File: src/rtl/debounce_pkg.sv
// rtl/debounce_pkg.sv - shared state encodings and widths for the debouncer
// Purpose: FSM state type and glitch counter width used by debounce_sync.
// Ports: none (package).
package debounce_pkg;

  typedef enum logic [1:0] {
    IDLE_LO = 2'b00,
    CHK_HI  = 2'b01,
    IDLE_HI = 2'b11,
    CHK_LO  = 2'b10
  } state_t;

  localparam int GLITCH_W = 8;

endpackage

File: src/rtl/sync_2ff.sv
// rtl/sync_2ff.sv - two-flop synchroniser for an asynchronous level
// Purpose: brings an async input into the clk domain; both flops reset to 0.
// Ports:
//   clk - system clock, rising edge
//   rst - asynchronous active-high reset
//   d   - asynchronous input level
//   q   - synchronised level (two clk cycles of latency)
module sync_2ff (
  input  logic clk,
  input  logic rst,
  input  logic d,
  output logic q
);

  logic s1;

  // s1 feeds q directly so the metastability settling window is a full cycle.
  always_ff @(posedge clk or posedge rst) begin
    if (rst) begin
      s1 <= 1'b0;
      q  <= 1'b0;
    end else begin
      s1 <= d;
      q  <= s1;
    end
  end

endmodule

File: src/rtl/debounce_sync.sv
// rtl/debounce_sync.sv - synchronising debouncer with rise/fall strobes
// Purpose: synchronises din, then only lets dout follow after the synchronised
//   level has been stable for STABLE_CYCLES consecutive cycles.
// Optional: define DEBOUNCE_GLITCH_CNT_EN to add the saturating glitch_cnt port.
// Ports:
//   clk        - system clock, rising edge
//   rst        - asynchronous active-high reset
//   din        - raw asynchronous level (button/switch)
//   dout       - debounced synchronised level
//   rise       - one-cycle strobe when dout goes 0->1
//   fall       - one-cycle strobe when dout goes 1->0
//   busy       - high while a candidate transition is being qualified
//   glitch_cnt - count of aborted qualifications, saturating (optional)
module debounce_sync
  import debounce_pkg::*;
#(
  parameter int STABLE_CYCLES = 8
) (
  input  logic                clk,
  input  logic                rst,
  input  logic                din,
  output logic                dout,
  output logic                rise,
  output logic                fall,
  output logic                busy
`ifdef DEBOUNCE_GLITCH_CNT_EN
  ,
  output logic [GLITCH_W-1:0] glitch_cnt
`endif
);

  localparam int CNT_W = $clog2(STABLE_CYCLES) + 1;
  localparam logic [CNT_W-1:0] CNT_LAST = CNT_W'(STABLE_CYCLES - 1);
  localparam logic [CNT_W-1:0] CNT_ONE  = CNT_W'(1);

  state_t           state;
  logic [CNT_W-1:0] cnt;
  logic             din_s;

  sync_2ff u_sync (
    .clk (clk),
    .rst (rst),
    .d   (din),
    .q   (din_s)
  );

  // Entering CHK_* already counts the first stable sample (cnt=1), so the
  // final qualifying sample is the one seen while cnt==STABLE_CYCLES-1.
  always_ff @(posedge clk or posedge rst) begin
    if (rst) begin
      state <= IDLE_LO;
      cnt   <= '0;
      dout  <= 1'b0;
      rise  <= 1'b0;
      fall  <= 1'b0;
      busy  <= 1'b0;
    end else begin
      rise <= 1'b0;
      fall <= 1'b0;
      case (state)
        IDLE_LO: begin
          if (din_s) begin
            state <= CHK_HI;
            cnt   <= CNT_ONE;
            busy  <= 1'b1;
          end
        end
        CHK_HI: begin
          if (!din_s) begin
            state <= IDLE_LO;
            cnt   <= '0;
            busy  <= 1'b0;
          end else if (cnt == CNT_LAST) begin
            state <= IDLE_HI;
            cnt   <= '0;
            dout  <= 1'b1;
            rise  <= 1'b1;
            busy  <= 1'b0;
          end else begin
            cnt <= cnt + CNT_ONE;
          end
        end
        IDLE_HI: begin
          if (!din_s) begin
            state <= CHK_LO;
            cnt   <= CNT_ONE;
            busy  <= 1'b1;
          end
        end
        CHK_LO: begin
          if (din_s) begin
            state <= IDLE_HI;
            cnt   <= '0;
            busy  <= 1'b0;
          end else if (cnt == CNT_LAST) begin
            state <= IDLE_LO;
            cnt   <= '0;
            dout  <= 1'b0;
            fall  <= 1'b1;
            busy  <= 1'b0;
          end else begin
            cnt <= cnt + CNT_ONE;
          end
        end
      endcase
    end
  end

`ifdef DEBOUNCE_GLITCH_CNT_EN
  // A reversal while qualifying is a bounce that never reached dout.
  logic abort;
  assign abort = ((state == CHK_HI) && !din_s) || ((state == CHK_LO) && din_s);

  always_ff @(posedge clk or posedge rst) begin
    if (rst) begin
      glitch_cnt <= '0;
    end else if (abort && (glitch_cnt != '1)) begin
      glitch_cnt <= glitch_cnt + GLITCH_W'(1);
    end
  end
`endif

endmodule

File: config.mk
export PLATFORM = sky130hd
export DESIGN_NAME = debounce_sync
export DESIGN_NICKNAME = d
export VERILOG_FILES = /design/src/rtl/debounce_pkg.sv /design/src/rtl/sync_2ff.sv /design/src/rtl/debounce_sync.sv
export SDC_FILE = /design/constraint.sdc
export NUM_CORES = 1
export LEC_CHECK = 0
export CAP_MARGIN = 20
export CORE_MARGIN = 10
export CORE_UTILIZATION = 25
export CTS_CLUSTER_DIAMETER = 60
export DETAILED_ROUTE_END_ITERATION = 7
export PLACE_DENSITY_LB_ADDON = 0.15
export SYNTH_ARGS = -nofsm -noshare
export SYNTH_HDL_FRONTEND = slang
export SYNTH_HIERARCHICAL = 1
export SYNTH_SLANG_ARGS = --single-unit
File: constraint.sdc
create_clock -name clk -period 2.9 [get_ports clk]
set_clock_uncertainty 0.2 [all_clocks]
set_input_delay 0.725 -clock clk [delete_from_list [all_inputs] [get_ports clk]]
set_output_delay 0.725 -clock clk [all_outputs]
set_load 0.03 [all_outputs]
==> results_dict.tcl, run 1 <==
set metrics [dict create \
    min_period_ps 2240 \
    clockRootBuffer "clkbuf_4" \
    ant_nets 0 \
    status "complete, no violations" \
    hold_violations 0 \
    slew_violations 0 \
    yosys_warnings 6 \
    worst_path_max_delay_cell "clkdlybuf4s50_1" \
    cp-start-kind "flip-flop" \
    rr_worst_depth 5 \
    synth.most_common_cell "dfrtp_1" \
    grt_pass1_wl_um 2170 \
    power_density_mw_per_mm2 882 \
    cp-end-kind "output pin" \
    synthMuxAreaShare 0.0765 \
    required_ps 1980 \
    drc_errors 0 \
    hpwl_um 955 \
    place.gp.congestion 0.674 \
    critPathBufInv 1 \
    avgSynthCellArea_sq_um 10.2 \
    setup_viol 0 \
    cts_tree "built" \
    ys.flop_type "dfrtp_1" \
    synth-compound-area-share 0.140 \
    grt.total_usage 0.0529 \
    cts_sinks 12 \
    ioPinCount 7 \
    swShare 0.392 \
    ys_async_sr_fraction 1.00 \
    clockBufferDepth 2 \
    critPathKind "reg -> out" \
    core_sq_mm 0.00248 \
    post_cts_resized 0 \
    slowest_delay_ps 680 \
    drv_cap 0 \
    p_comb_frac 0.459 \
    antenna_found_initial 0 \
    cp_top_family "buffers and inverters" \
    crit_cells 1 \
    vdd_drop_max_mv 0.490 \
    fin_nets 81 \
    die_area_sq_mm 0.00506 \
    clk_pin_slew_ps 80 \
    synth_top_area_cell "dfrtp_1" \
    yosysTopAreaCellShare 0.459 \
    internal_power_mw 0.415 \
    postCtsHoldBufs 0 \
    start_util 0.264 \
    clockPowerShare 0.196 \
    synthTopCellsByArea "dfrtp_1 46%, ha_1 9.6%, inv_1 5.2%" \
    syn_nets 72 \
    routed_wl_um 1250 \
    grt_max_degree 11 \
    synth-adder-area-share 0.0956 \
    die_w_um 71.2 \
    synth_top_family_by_area "simple AND/OR/NAND/NOR gates" \
    path_cells "clkdlybuf4s50_1" \
    seq_power_share 0.345 \
    final.setup.tns_ps 0 \
    rsz0062_at_grt "false" \
    cts_setup_buffers 0 \
    tightest_slew_ps 401 \
    dr.pass1.iters 4 \
    grt_pass1_vias 474 \
    fin_crit_sh 0.772 \
    placementRows 18 \
    drtIter0Drc 29 \
    yosysSeqAreaShare 0.459 \
    syn2layout_area_growth_pct 18.2 \
    min_path_cells 0 \
    io_buffers 6 \
    cts.htree.levels 1 \
    synth_simple_gate_area_share 0.155 \
    cts_made_buffers 3 \
    drive_gt1_frac 0.0972 \
    die_h_um 71.2 \
    arrival_ps 1310 \
    synth-xor-area-share 0 \
    synth_area_sq_um 654 \
    min-delay-path-class "reg -> reg" \
    wl_per_cell_um 12.2 \
    leakage_nw 0.352 \
    cp_max_fo 3 \
    fmax_mhz 446 \
    syn_inst 64 \
    avgViaCountPerCell 4.71 \
    antenna_cells 0 \
    synthTopCellsByCount "12 x dfrtp_1, 9 x inv_1, 5 x ha_1, 4 x nand2_1" \
    max_slew_margin 0.732 \
    fin_cells 102 \
    power.net_switching_mw 0.268 \
    clkLatencyLatePin_ps 270 \
    fill_cells 254 \
    dr_total_vias 480 \
    synth_edf_count 0 \
    dp.cells 98 \
    synth_cell_types 24 \
    grt.overflow.total 0 \
    ys_ff_latch 12 \
]
[cells in the final DEF (no fill, tap or decap), types with 2 or more instances in the layout]
cell	Yosys	routed
mux2i_1	2	2
nand2_1	4	4
dfrtp_1	12	12
o21ai_0	3	3
o22ai_1	2	2
a31oi_1	2	2
nand3b_1	3	3
mux2_4	2	2
a21oi_1	2	2
inv_1	9	9
nor2_1	3	3
nor3_1	2	2
clkdlybuf4s50_1	0	6
ha_1	5	5
clkbuf_4	0	3
nand3_1	3	3
[area by class of cell]
class | instances | area [sq um] | share of cell area
Multi-Input combinational cell | 41 | 305 | 0.395
Sequential cell | 12 | 300 | 0.388
Timing Repair Buffer | 6 | 60.1 | 0.0777
Tap cell | 30 | 37.5 | 0.0485
Clock buffer | 4 | 36.3 | 0.0469
Inverter | 9 | 33.8 | 0.0437
[metrics by stage]
stage	hold slack [ps]	instance area, sq um	setup slack, ps	power [mW]	utilization
floorplan	131	654	1210	0.480	-
detailed placement	135	737	947	0.553	0.297
CTS	153	773	641	0.690	0.312
global placement	135	737	975	0.556	0.297
finish	153	773	660	0.682	0.312
global route	181	773	595	0.755	0.312
[power groups by stage]
stage	Clock [mW]	Combinational [mW]	Sequential, mW
2_1_floorplan	0	0.234	0.246
3_3_place_gp	0	0.318	0.238
3_5_place_dp	0	0.314	0.238
4_1_cts	0.139	0.315	0.235
5_1_grt	0.151	0.363	0.241
6_report	0.134	0.313	0.235
[layer usage]
layer / GRT usage / share of wire
met1: 0.0621 / 0.50
met4: 0.0387 / 0.015
met3: 0.0181 / 0.043
met5: 0 / 0
met2: 0.0775 / 0.44
[path summary, 6_finish.rpt]
kind	start	end	slack [ps]
worst max-delay path	dout	dout	660
worst min-delay path	u_sync/s1	u_sync/q	150
worst max register to register	state[0]	cnt[3]	1090
worst min register to register	u_sync/s1	u_sync/q	150
max in group asynchronous	rst	cnt[3]	1660
min in group asynchronous	rst	u_sync/s1	420
[cells by family after synthesis]
kind of cell               count (synthesis)
AOI/OAI and AO/OA                         13
adders and majority gates                  5
buffers and inverters                     11
DFF                                       12
muxes                                      4
and+or+nand+nor                           19
[sequential cells by signal (all words and copies together), names as in the netlist]
register,cells
rise,1
dout,1
u_sync/q,1
state,2
cnt,4
u_sync/s1,1
busy,1
fall,1
No activity file was read; power rests on OpenSTA's default activity.
==> run 2, diff against run 1 <==
- clock period: 2.9 -> 2.05 ns (I/O delays scaled with it)
==> run 2 against run 1 <==
Against the previous run:
- global-route usage rose by 0.29 points
- register-to-register slack worse by 860 ps
- core utilization up 0.20 points
- flip-flop and latch count did not move
- sequential share of layout area down 0.25 points
- final cell count unchanged
- power rose by 41%
- clock-buffer cell count did not move
- worst hold slack is essentially flat
- clock power increased by 42%
- die area is the same
==> results_dict.tcl, run 2 (synthesis gave the netlist of run 1 again) <==
set metrics [dict create \
    tightest_slew_ps 400 \
    dr.pass1.iters 4 \
    min_period_ps 1970 \
    clkLatencyLatePin_ps 270 \
    grt_max_degree 11 \
    start_util 0.264 \
    cts_tree "built" \
    pre_cts_ws_ps 260 \
    drtIter0Drc 21 \
    status "complete, no violations" \
    cts_made_buffers 3 \
    cp-start-kind "flip-flop" \
    clockBufferDepth 2 \
    regMostFlops "cnt" \
    drv_cap 0 \
    dp.cells 98 \
    power_density_mw_per_mm2 1240 \
    avgViaCountPerCell 4.69 \
    setup_viol 0 \
    antenna_cells 0 \
    grt.overflow.total 0 \
    clockPowerShare 0.197 \
    grt_pass1_wl_um 2300 \
    critPathBufInv 1 \
    layout_common_cells "12 x dfrtp_1, 9 x inv_1, 5 x ha_1" \
    vdd_drop_max_mv 0.510 \
    clockRootBuffer "clkbuf_4" \
    routed_wl_um 1290 \
    cts_sinks 12 \
    worst_path_max_delay_cell "clkdlybuf4s50_1" \
    cp_top_family "buffers and inverters" \
    min-delay-path-class "reg -> reg" \
    required_ps 1340 \
    largestRegisters "cnt x4, state x2" \
    final_common_cell "dfrtp_1" \
    ioPinCount 7 \
    place.gp.congestion 0.742 \
    syn2layout_area_growth_pct 18.9 \
    placementRows 18 \
    hold_slack_ps 153 \
    antenna_found_initial 0 \
    fin_ws_ps 82.7 \
    drive_gt1_frac 0.0972 \
    slew_violations 0 \
    fin_nets 81 \
    drc_errors 0 \
    slowest_delay_ps 660 \
    die_area_sq_mm 0.00506 \
    ant_nets 0 \
    wl_per_cell_um 12.6 \
    leakage_nw 0.380 \
    cts.htree.levels 1 \
    hold_violations 0 \
    fmax_mhz 508 \
    io_buffers 6 \
    fin_crit_sh 0.960 \
    grt_pass1_vias 484 \
    grt.total_usage 0.0558 \
    dr_total_vias 478 \
    critPathKind "reg -> out" \
    final_util 0.314 \
    clk_pin_slew_ps 80 \
    power.net_switching_mw 0.380 \
    rsz0062_at_grt "false" \
    final.setup.tns_ps 0 \
    internal_power_mw 0.585 \
    cp-end-kind "output pin" \
    p_comb_frac 0.459 \
    path_cells "clkdlybuf4s50_1" \
    core_sq_mm 0.00248 \
    die_h_um 71.2 \
    cp_max_fo 1 \
    die_w_um 71.2 \
    largest_register_ffs 4 \
    seq_power_share 0.344 \
    fin_cells 102 \
    max_slew_margin 0.733 \
    hpwl_um 1010 \
    swShare 0.394 \
    arrival_ps 1250 \
]
-- run 2: cell types whose count changed in the layout (fill, tap and decap cells not counted) --
cell / before / now
clkdlybuf4s50_1: 6 / 4
dlymetal6s2s_1: 0 / 2
-- run 2: repair_timing --
| action | in CTS | in global routing |
|---|---|---|
| gates resized for setup | 0 | 2 |
| setup buffers | 0 | 0 |
| setup endpoints to repair | 0 | 2 |
| hold buffers | 0 | 0 |
-- run 2: final timing paths --
kind | start | to | slack, ps | cells after the start
worst max register to register | state[0] | cnt[3] | 230 | 5
min in group asynchronous | rst | u_sync/q | 220 | 2
worst min register to register | u_sync/s1 | u_sync/q | 150 | 0
max in group asynchronous | rst | cnt[3] | 1000 | 2
worst max-delay path | fall | fall | 80 | 1
worst min-delay path | u_sync/s1 | u_sync/q | 150 | 0
-- run 2: metrics by stage --
step | power [mW] | area [sq um]
after floorplan | 0.679 | 654
after global placement | 0.795 | 737
after detailed placement | 0.787 | 737
after CTS | 0.984 | 773
after global routing | 1.08 | 778
final | 0.965 | 778
-- run 2: power by group through the flow --
stage                     logic (mW)  registers [mW]  clock network, mW
after floorplan                0.331           0.348                  0
after global placement         0.456           0.339                  0
after detailed placement       0.449           0.338                  0
after CTS                      0.452           0.333              0.199
after global routing           0.525           0.344              0.212
final                          0.443           0.332              0.190
-- run 2: cell type report --
cell class / count / area [sq um]
inverter: 9 / 33.8
timing repair buffer: 6 / 65.1
fill: 255 / 1700
multi-input combinational: 41 / 305
clock buffer: 4 / 36.3
tap: 30 / 37.5
sequential: 12 / 300
-- run 2: routing by layer --
| metal | vias up | track usage | wire length, um |
|---|---|---|---|
| li1 | 241 | - | - |
| met1 | 223 | 0.0702 | 601 |
| met2 | 12 | 0.0794 | 589 |
| met3 | 2 | 0.0279 | 83 |
| met4 | 0 | 0.0194 | 12 |
| met5 | - | 0 | 0 |
==> run 3, diff against run 2 <==
- REMOVE_ABC_BUFFERS: unset -> 1
==> run 3 against run 2 <==
Against the previous run:
- maximum frequency decreased by 1.2%
- final cell count fell by 0.98%
- core utilization is 0.66 points lower
- clock power is 25% lower
==> results_dict.tcl, run 3 (synthesis gave the netlist of run 1 again) <==
set metrics [dict create \
    internal_power_mw 0.547 \
    cts_tree "built" \
    fin_nets 81 \
    grt_max_degree 11 \
    layout_common_cells "12 x dfrtp_1, 9 x inv_1, 5 x ha_1, 5 x clkdlybuf4s50_1, 4 x nand2_1" \
    antenna_found_initial 0 \
    critPathKind "reg -> out" \
    grt_util_met1 0.0594 \
    clkLatencyLatePin_ps 270 \
    die_w_um 71.2 \
    grt_use_met3 0.0335 \
    wl_per_cell_um 12.4 \
    grt.overflow.total 0 \
    antenna_cells 0 \
    cts.htree.levels 1 \
    fin_cells 101 \
    swShare 0.406 \
    routed_wl_um 1260 \
    clockBufferDepth 2 \
    min_period_ps 1990 \
    final_common_cell "dfrtp_1" \
    critPathBufInv 1 \
    multi_input_area_sq_um 305 \
    worst_path_max_delay_cell "clkdlybuf4s50_1" \
    fin_crit_sh 0.972 \
    drv_cap 0 \
    status "complete, no violations" \
    dr.pass1.iters 4 \
    clk_pin_slew_ps 70 \
    required_ps 1340 \
    regArea_sq_um 300 \
    largestRegisters "cnt x4, state x2" \
    setup_viol 0 \
    core_sq_mm 0.00248 \
    die_h_um 71.2 \
    clockRootBuffer "clkbuf_4" \
    tightest_slew_ps 421 \
    cp_top_family "buffers and inverters" \
    grt_use_met2 0.0824 \
    post_cts_resized 0 \
    vdd_drop_max_mv 0.414 \
    grt.total_usage 0.0539 \
    ioPinCount 7 \
    grt_pass1_wl_um 2200 \
    arrival_ps 1280 \
    cts_made_buffers 3 \
    hold_violations 0 \
    io_buffers 6 \
    cts_sinks 12 \
    cp-start-kind "flip-flop" \
    top_usage_layer "met2" \
    cp-end-kind "output pin" \
    dp.cells 98 \
    drive_gt1_frac 0.0845 \
    regMostFlops "cnt" \
    drc_errors 0 \
    path_cells "clkdlybuf4s50_1" \
    hpwl_um 970 \
    dr_total_vias 470 \
    fmax_mhz 502 \
    avgViaCountPerCell 4.65 \
    power_mw 0.921 \
    final.setup.tns_ps 0 \
    start_util 0.264 \
    slowest_delay_ps 670 \
    largest_register_ffs 4 \
    drtIter0Drc 21 \
    max_slew_margin 0.719 \
    placementRows 18 \
    syn2layout_area_growth_pct 16.4 \
    clockPowerShare 0.156 \
    p_comb_frac 0.485 \
    slew_violations 0 \
    die_area_sq_mm 0.00506 \
    cts_setup_buffers 0 \
    postCtsHoldBufs 0 \
    seq_power_share 0.360 \
    place.gp.congestion 0.716 \
    min-delay-path-class "reg -> reg" \
    power_density_mw_per_mm2 1210 \
    grt_pass1_vias 506 \
    ant_nets 0 \
    leakage_nw 0.364 \
    power.net_switching_mw 0.374 \
    cp_max_fo 2 \
    rsz0062_at_grt "false" \
    fill_cells 279 \
]
-- run 3: changes by cell type in the layout (fill, tap and decap cells not counted), sizes merged --
| cell | delta |
|---|---|
| clkdlybuf4s50 | +1 |
| clkbuf | -1 |
| dlymetal6s2s | -1 |
-- run 3: per-layer routing --
layer	wire, um	share of wire	vias to the layer above
li1	-	-	240
met1	573	0.46	217
met2	578	0.46	11
met3	90	0.072	2
met4	13	0.010	0
met5	0	0	-
-- run 3: final cells by class --
type,count,share of cell area
Multi-Input combinational cell,41,0.401
Sequential cell,12,0.394
Clock buffer,3,0.0296
Tap cell,30,0.0493
Timing Repair Buffer,6,0.0821
Inverter,9,0.0443
-- run 3: worst paths after layout --
path / slack, ps / endpoint / from / depth (start not counted)
setup / recovery: 60 / busy / busy / 1
hold / removal: 160 / u_sync/q / u_sync/s1 / 0
setup reg to reg: 260 / cnt[3] / state[0] / 5
hold reg to reg: 160 / u_sync/q / u_sync/s1 / 0
max in group asynchronous: 1000 / dout / rst / 2
min in group asynchronous: 210 / u_sync/q / rst / 2
-- run 3: power by group through the flow --
stage / Combinational [mW] / Sequential [mW] / Clock, mW
after floorplan: 0.327 / 0.350 / 0
after global routing: 0.512 / 0.337 / 0.163
after global placement: 0.455 / 0.336 / 0
after detailed placement: 0.450 / 0.337 / 0
after CTS: 0.451 / 0.332 / 0.153
final: 0.446 / 0.331 / 0.143
-- run 3: through the flow --
step | worst slack [ps] | cell area (sq um) | utilization | hold WS [ps]
3_5_place_dp | 264 | 737 | 0.297 | 149
3_3_place_gp | 280 | 737 | 0.297 | 138
6_report | 58.4 | 762 | 0.308 | 159
2_1_floorplan | 357 | 639 | - | 53.7
4_1_cts | 5.82 | 759 | 0.307 | 168
5_1_grt | 8.32 | 762 | 0.308 | 178
